===== src/rtl/mux64_serial_scan_ctrl.sv =====
// Serializes a captured 64-bit word by stepping the select of a 64:1 mux (built as an 8x1 tree)
// through bits 0..len (or len..0), presenting each bit on a valid/ready stream.
module mux64_serial_scan_ctrl #(
  parameter bit          MSB_FIRST = 1'b0,
  parameter int unsigned CNT_W     = 16
) (
  input  logic             clk,
  input  logic             rst_n,
  input  logic             load_valid,
  output logic             load_ready,
  input  logic [63:0]      load_data,
  input  logic [5:0]       load_len,
  input  logic             abort,
  output logic             ser_valid,
  input  logic             ser_ready,
  output logic             ser_bit,
  output logic             ser_last,
  output logic [5:0]       sel,
  output logic             busy,
  output logic             frame_done,
  output logic [CNT_W-1:0] frame_cnt
);

  typedef enum logic [0:0] {StIdle, StSend} state_e;

  state_e           state_q;
  logic [63:0]      data_q;
  logic [5:0]       len_q;
  logic [5:0]       sel_q;
  logic             frame_done_q;
  logic [CNT_W-1:0] frame_cnt_q;
  logic [5:0]       end_idx;
  logic [7:0]       stage;
  logic             beat_acc;

  assign end_idx    = MSB_FIRST ? 6'd0 : len_q;
  assign busy       = (state_q == StSend);
  assign load_ready = (state_q == StIdle);
  // abort masks valid so a coincident ready is never a transfer
  assign ser_valid  = busy && !abort;
  assign ser_last   = ser_valid && (sel_q == end_idx);
  assign beat_acc   = ser_valid && ser_ready;
  assign sel        = sel_q;
  assign frame_done = frame_done_q;
  assign frame_cnt  = frame_cnt_q;

  // Two-level 8x1 mux tree: low select bits pick within each octet, high bits pick the octet.
  always_comb begin
    stage = '0;
    for (int g = 0; g < 8; g++) begin
      stage[g] = data_q[{3'(g), sel_q[2:0]}];
    end
    ser_bit = stage[sel_q[5:3]];
  end

  always_ff @(posedge clk) begin
    if (!rst_n) begin
      state_q      <= StIdle;
      data_q       <= '0;
      len_q        <= '0;
      sel_q        <= '0;
      frame_done_q <= 1'b0;
      frame_cnt_q  <= '0;
    end else begin
      frame_done_q <= 1'b0;
      case (state_q)
        StIdle: begin
          if (load_valid) begin
            data_q  <= load_data;
            len_q   <= load_len;
            sel_q   <= MSB_FIRST ? load_len : 6'd0;
            state_q <= StSend;
          end
        end
        StSend: begin
          if (abort) begin
            state_q <= StIdle;
          end else if (beat_acc) begin
            if (sel_q == end_idx) begin
              state_q      <= StIdle;
              frame_done_q <= 1'b1;
              frame_cnt_q  <= frame_cnt_q + CNT_W'(1);
            end else begin
              sel_q <= MSB_FIRST ? (sel_q - 6'd1) : (sel_q + 6'd1);
            end
          end
        end
        default: state_q <= StIdle;
      endcase
    end
  end

endmodule


===== config.mk =====
export PLATFORM = sky130hd
export DESIGN_NAME = mux64_serial_scan_ctrl
export DESIGN_NICKNAME = d
export VERILOG_FILES = /design/src/rtl/mux64_serial_scan_ctrl.sv
export SDC_FILE = /design/constraint.sdc
export NUM_CORES = 1
export LEC_CHECK = 0
export CAP_MARGIN = 10
export CORE_MARGIN = 2
export CORE_UTILIZATION = 45
export CTS_CLUSTER_SIZE = 16
export DETAILED_ROUTE_END_ITERATION = 8
export PLACE_DENSITY_LB_ADDON = 0.25
export SYNTH_ARGS = -nofsm -noshare
export SYNTH_HDL_FRONTEND = slang
export SYNTH_SLANG_ARGS = --single-unit
export TNS_END_PERCENT = 100

===== constraint.sdc =====
create_clock -name clk -period 2.5 [get_ports clk]
set_clock_uncertainty 0.05 [all_clocks]
set_input_delay 0.5 -clock clk [delete_from_list [all_inputs] [get_ports clk]]
set_output_delay 0.5 -clock clk [all_outputs]
set_load 0.005 [all_outputs]

Word-level counts from Yosys, hierarchy flattened:

Index checks and enable logic that the tools add are counted.

* register bits: 94
* input port bits: 75
* output and inout bits: 28
* logic and storage cells: 63

* bitwise operators: 4
* add/sub/neg operators: 2
* reductions and logical operators: 8
* multiplexer cells: 29
* magnitude comparators: 9
* equality and inequality tests: 5

Operators with widths (count)
* $lt A6 B7 Y1 const B: 4
* $bmux W1 S3: 9
* $mux W6: 4
* $add A16 B1 Y16 const B: 1
* $lt A5 B7 Y1 const B: 2
* $mux W1: 14
* $pmux W6 S2: 1
* $reduce_and A4 Y1: 2
* $lt A3 B7 Y1 const B: 1
* $lt A4 B7 Y1 const B: 1
* $add A6 B1 Y6 const B: 1
* $eq A6 B6 Y1: 1
* $ne A2 B2 Y1 const B: 3
* $lt A3 B4 Y1 const B: 1
* $not A1 Y1: 4
* $reduce_or A4 Y1: 1
* $logic_and A1 B1 Y1: 3
* $ne A2 B1 Y1 const B: 1
* $pmux W1 S2: 1
* $reduce_and A2 Y1: 1
* $logic_not A1 Y1: 1

Longest topological paths before layout:

Gate-level depths: netlist of the first run.

* depth in word-level cells: 6
* mapped depth: 7
* depth with buffers taken out: 5

Least setup slack after synthesis of the first run:

Ideal clock, no wire load.

* path kind: flip-flop to output port
* from: register sel_q[0] (netlist: sel[0])
* to: output ser_bit
* required time: 1950 ps
* arrival time: 2016 ps
* stages on the path, launching flop included: 8
* path slack: -66 ps
* path through: dfxtp_1 -> buf_2 -> buf_2 -> mux4_2 -> nor3b_1 -> o21ai_0 -> o21ai_0 -> o22a_1

* cells in the longest elaborated chain, start to end: 4
* elaborated cells on any way between the ends: 18
* those cells by class: 18 x mux

RTL lines
* start: declaration: line 29 `logic [5:0] sel_q;`
* start signal: assignment: line 71 `sel_q <= MSB_FIRST ? load_len : 6'd0;`
* start signal: assignment: line 84 `sel_q <= MSB_FIRST ? (sel_q - 6'd1) : (sel_q + 6'd1);`
* $bmux W1 S3: line 51 `stage[g] = data_q[{3'(g), sel_q[2:0]}];`
* $mux W1 (implied by the code): line 51
* $bmux W1 S3 *: line 53 `ser_bit = stage[sel_q[5:3]];`
* $mux W1 (implied by the code) *: line 53
* end: declaration: line 16 `output logic ser_bit,`

Every way passes the cells marked *; elsewhere a longest branch is shown, timed or not. The select of a mux whose other input is x is not followed.

Worst setup path after layout of the first run:

Same ends and word-level chain as after synthesis.

==> summary.txt, run 1 <==
Run status
  – Status: complete, but fails checks
  – Failing checks: negative setup slack

Clock tree
  – Largest buffer count on any clock path: 2
  – Root buffer selected by CTS: clkbuf_8
  – Clk_lat worst skew: 360 ps
  – TritonCTS clock tree: built
  – Hold_buf cts: 0
  – Clock-pin slew on the worst setup and hold paths: around 90 ps
  – CTS HTree Levels: 3
  – CTS Sinks: 94
  – Clock buffers created by TritonCTS: 9

Power
  – Clock power frac: 33.0%
  – Switch Pwr: 769 uW
  – Combinational power share: ~14%
  – Peak supply drop: slightly above 0.4 mV
  – P_leak: 2.05 nW
  – Switching Share: between 20% and 30%
  – Power consumption: 3.03 mW
  – Pwr/cell area: about 530 nW/um^2
  – Internal power: between 2 and 2.5 mW
  – Sequential fraction of design power: a little over half

Detailed routing
  – Initial DRC Count: 153
  – DR vias: 3820
  – Drt drc: 0
  – Avg WL per Cell: 14.7 um
  – Via-to-Cell Ratio: ~5.3
  – Detailed Route WL: between 10000 and 15000 um
  – Routed Antenna Nets: 0
  – First drt pass iteration count: 5

Cells and area
  – Register area: 1890 um^2
  – Final core utilization: between 60% and 70%
  – Area Growth Syn to Fin: 36.9%
  – FILL cells: roughly 790
  – Cell area after layout: 5710 um^2
  – # diodes: 0
  – Share of layout cells above drive strength 1: approximately 14%
  – Nets: between 600 and 700
  – Multi-input logic area: 2170 um^2

Worst setup path
  – Crit path launch: sel[0]
  – Crit Path Max Fanout: 6
  – Reg2Reg Setup Slack: 120 ps
  – Worst path required time: 1950 ps
  – Crit path capture: ser_bit
  – R2R Path Start: sel[0]
  – Critical path type: reg -> out
  – Crit start category: flip-flop
  – CP Capture Type: primary output
  – R2r endpoint: frame_cnt[15]
  – WP data arrival: 2200 ps
  – R2R depth: 9

Synth
  – Adder-cell share of the synthesized area: 0.600%
  – Netlist cell types: 40
  – Post-Synth XOR/XNOR Area: under 10%
  – Simple-Gate Fraction of Synth Area: 22.9%
  – Post-synthesis mux area share: about 11%
  – Largest cells by area after synthesis: dfxtp_1 (45%), nand2_1 (14%), a21oi_1 (9.5%), mux4_2 (8.1%), clkbuf_1 (2.7%)
  – Syn nets: 570
  – Synth Area in Compound Gates: approximately an eighth
  – Synth Area per Inst: 8.46 um^2
  – Main flop type after synthesis: dfxtp_1
  – Most frequent cell after synthesis: nand2_1
  – Post-Syn Instances: a little under 500
  – Synth Cell Area: around 4200 um^2
  – Synth Register Bits: 94
  – YS warnings: 0
  – EDFF count, synth: 0
  – Area leader, netlist: dfxtp_1
  – Sequential share of the synthesized area: 45.1%
  – Yosys top cell area share: 45.1%
  – Asr flop ratio synth: 0%
  – Largest family of logic cells by synthesized area: simple AND/OR/NAND/NOR gates
  – Most frequent cells after synthesis: nand2_1 (154), dfxtp_1 (94), a21oi_1 (79)

Timing
  – Final Cycle Share: 110%
  – Setup repair after global routing missed its margin: true
  – Final setup margin: -246 ps
  – Post-route minimum period: roughly 2700 ps
  – Fin Setup TNS: -246 ps
  – Max-slew violations: 0
  – Final Hold Fails: 0
  – Worst-margin pin slew: 440 ps
  – Max-slew headroom: a little over two thirds
  – Peak Freq: 0.364 GHz
  – Final setup fails: 1

Hold path
  – Hold Crit Start: data_q[24]
  – Hold crit path type: reg -> reg

Place
  – DP HPWL: approximately 8000 um
  – RD Place Congestion: 0.799
  – Port Buf Inserts: 102
  – Pre-CTS WS: -329 ps
  – Placed inst area: 5450 um^2

Die
  – Core footprint: 9110 um^2
  – # IOs: 103
  – Die X: 100 um
  – Die area: 10100 um^2
  – Initial Utilization: a little under half
  – Die Ht: 100 um
  – # rows: 35

Global route
  – Gr ovfl total: 0
  – Overall Global Routing Usage: 21.5%
  – Largest net degree at the start of global routing: 44
  – Vias in the first global route: about 3800
  – First-pass GRT wire length: about 17000 um
  – Initial antenna violation count: 0

Flow run
  – Max Cap Viol: 0
==> state kept, by name, indices dropped and copies added (netlist names) <==
signal / count
data_q: 64
frame_cnt: 16
end_idx: 6
sel: 6
busy: 1
frame_done: 1
==> power by group through the flow <==
stage               Clock (mW)  Sequential (mW)  Combinational [mW]
floorplan                    0             1.63               0.208
global placement             0             1.65               0.395
detailed placement           0             1.65               0.404
CTS                       1.02             1.61               0.415
global route              1.07             1.62               0.461
finish                   0.999             1.61               0.419
==> repair_timing <==
item	CTS	global route
setup buffers	1	1
pin swaps	2	0
endpoints found under the setup margin	2	9
resized for setup	13	6
==> area by class of cell <==
cell class,count,share of cell area [%]
clock buffers,10,2.24
clock inverters,6,1.18
inverters,5,0.329
multi-input cells,358,38.1
flip-flops and latches,94,33.0
well taps,111,2.43
repair buffers,135,22.7
==> how the worst min path moves through the flow <==
| stage | to | slack [ps] | cells past startpoint |
|---|---|---|---|
| floorplan | data_q[50] | 380 | 2 |
| global placement | data_q[4] | 390 | 2 |
| detailed placement | data_q[24] | 400 | 2 |
| CTS | data_q[24] | 410 | 2 |
| global route | data_q[37] | 430 | 2 |
| finish | data_q[24] | 410 | 2 |
==> kinds of logic after synthesis <==
| kind of cell | after synthesis |
|---|---|
| AND/OR/NAND/NOR | 214 |
| flip-flops | 94 |
| AO/OA/AOI/OAI | 99 |
| buffers and inverters | 41 |
| adder cells (fa/ha/maj) | 2 |
| XOR/XNOR | 16 |
| multiplexers | 27 |
==> critical path, stage by stage (launching register included) <==
cell and delay, ps:
dfxtp_2 370, buf_12 130, mux4_2 490, mux2i_1 170, mux2i_1 100, mux2_4 280, o22a_1 170, buf_2 130
==> through the flow <==
step	hold slack (ps)	cells
2_1_floorplan	383	493
3_3_place_gp	393	701
3_5_place_dp	397	701
4_1_cts	410	718
5_1_grt	432	719
6_report	409	719
==> per-layer routing <==
layer	track usage, %	routed length, um	vias to the layer above	part of all wire [%]
met5	0	0	-	0
met4	7.48	145	0	1.4
met3	3.27	394	12	3.7
met2	37.1	5330	88	50
met1	27.5	4700	1808	44
li1	-	-	1912	-
==> cell usage in the layout (no fill, tap or decap), types with 3 or more instances in the layout <==
| cell type | Yosys | routed |
|---|---|---|
| nand3_1 | 7 | 7 |
| nand2_1 | 154 | 153 |
| mux4_2 | 15 | 15 |
| a21oi_1 | 79 | 78 |
| clkdlybuf4s50_1 | 0 | 100 |
| o21ai_0 | 4 | 3 |
| dfxtp_1 | 94 | 92 |
| nor4_1 | 7 | 6 |
| nor2_1 | 14 | 14 |
| mux2i_1 | 8 | 7 |
| or4_1 | 6 | 6 |
| inv_1 | 4 | 4 |
| xor2_1 | 3 | 3 |
| or3_4 | 2 | 3 |
| mux2_2 | 4 | 3 |
| xnor2_1 | 12 | 11 |
| and3_1 | 4 | 4 |
| o31ai_1 | 6 | 6 |
| nand4_1 | 4 | 4 |
| o211ai_1 | 6 | 6 |
| buf_4 | 0 | 29 |
| clkbuf_8 | 0 | 9 |
Note: power is estimated with default switching activity, not from simulation.
==> run 2, diff against run 1 <==
--- a/config.mk
+++ b/config.mk
@@ -5,7 +5,7 @@
 export SDC_FILE = /design/constraint.sdc
 export NUM_CORES = 1
 export LEC_CHECK = 0
-export CAP_MARGIN = 10
+export CAP_MARGIN = 20
 export CORE_MARGIN = 2
 export CORE_UTILIZATION = 45
 export CTS_CLUSTER_SIZE = 16
==> results of run 2 <==
Same layout as run 1: the final DEF is identical, and so are final timing and power.
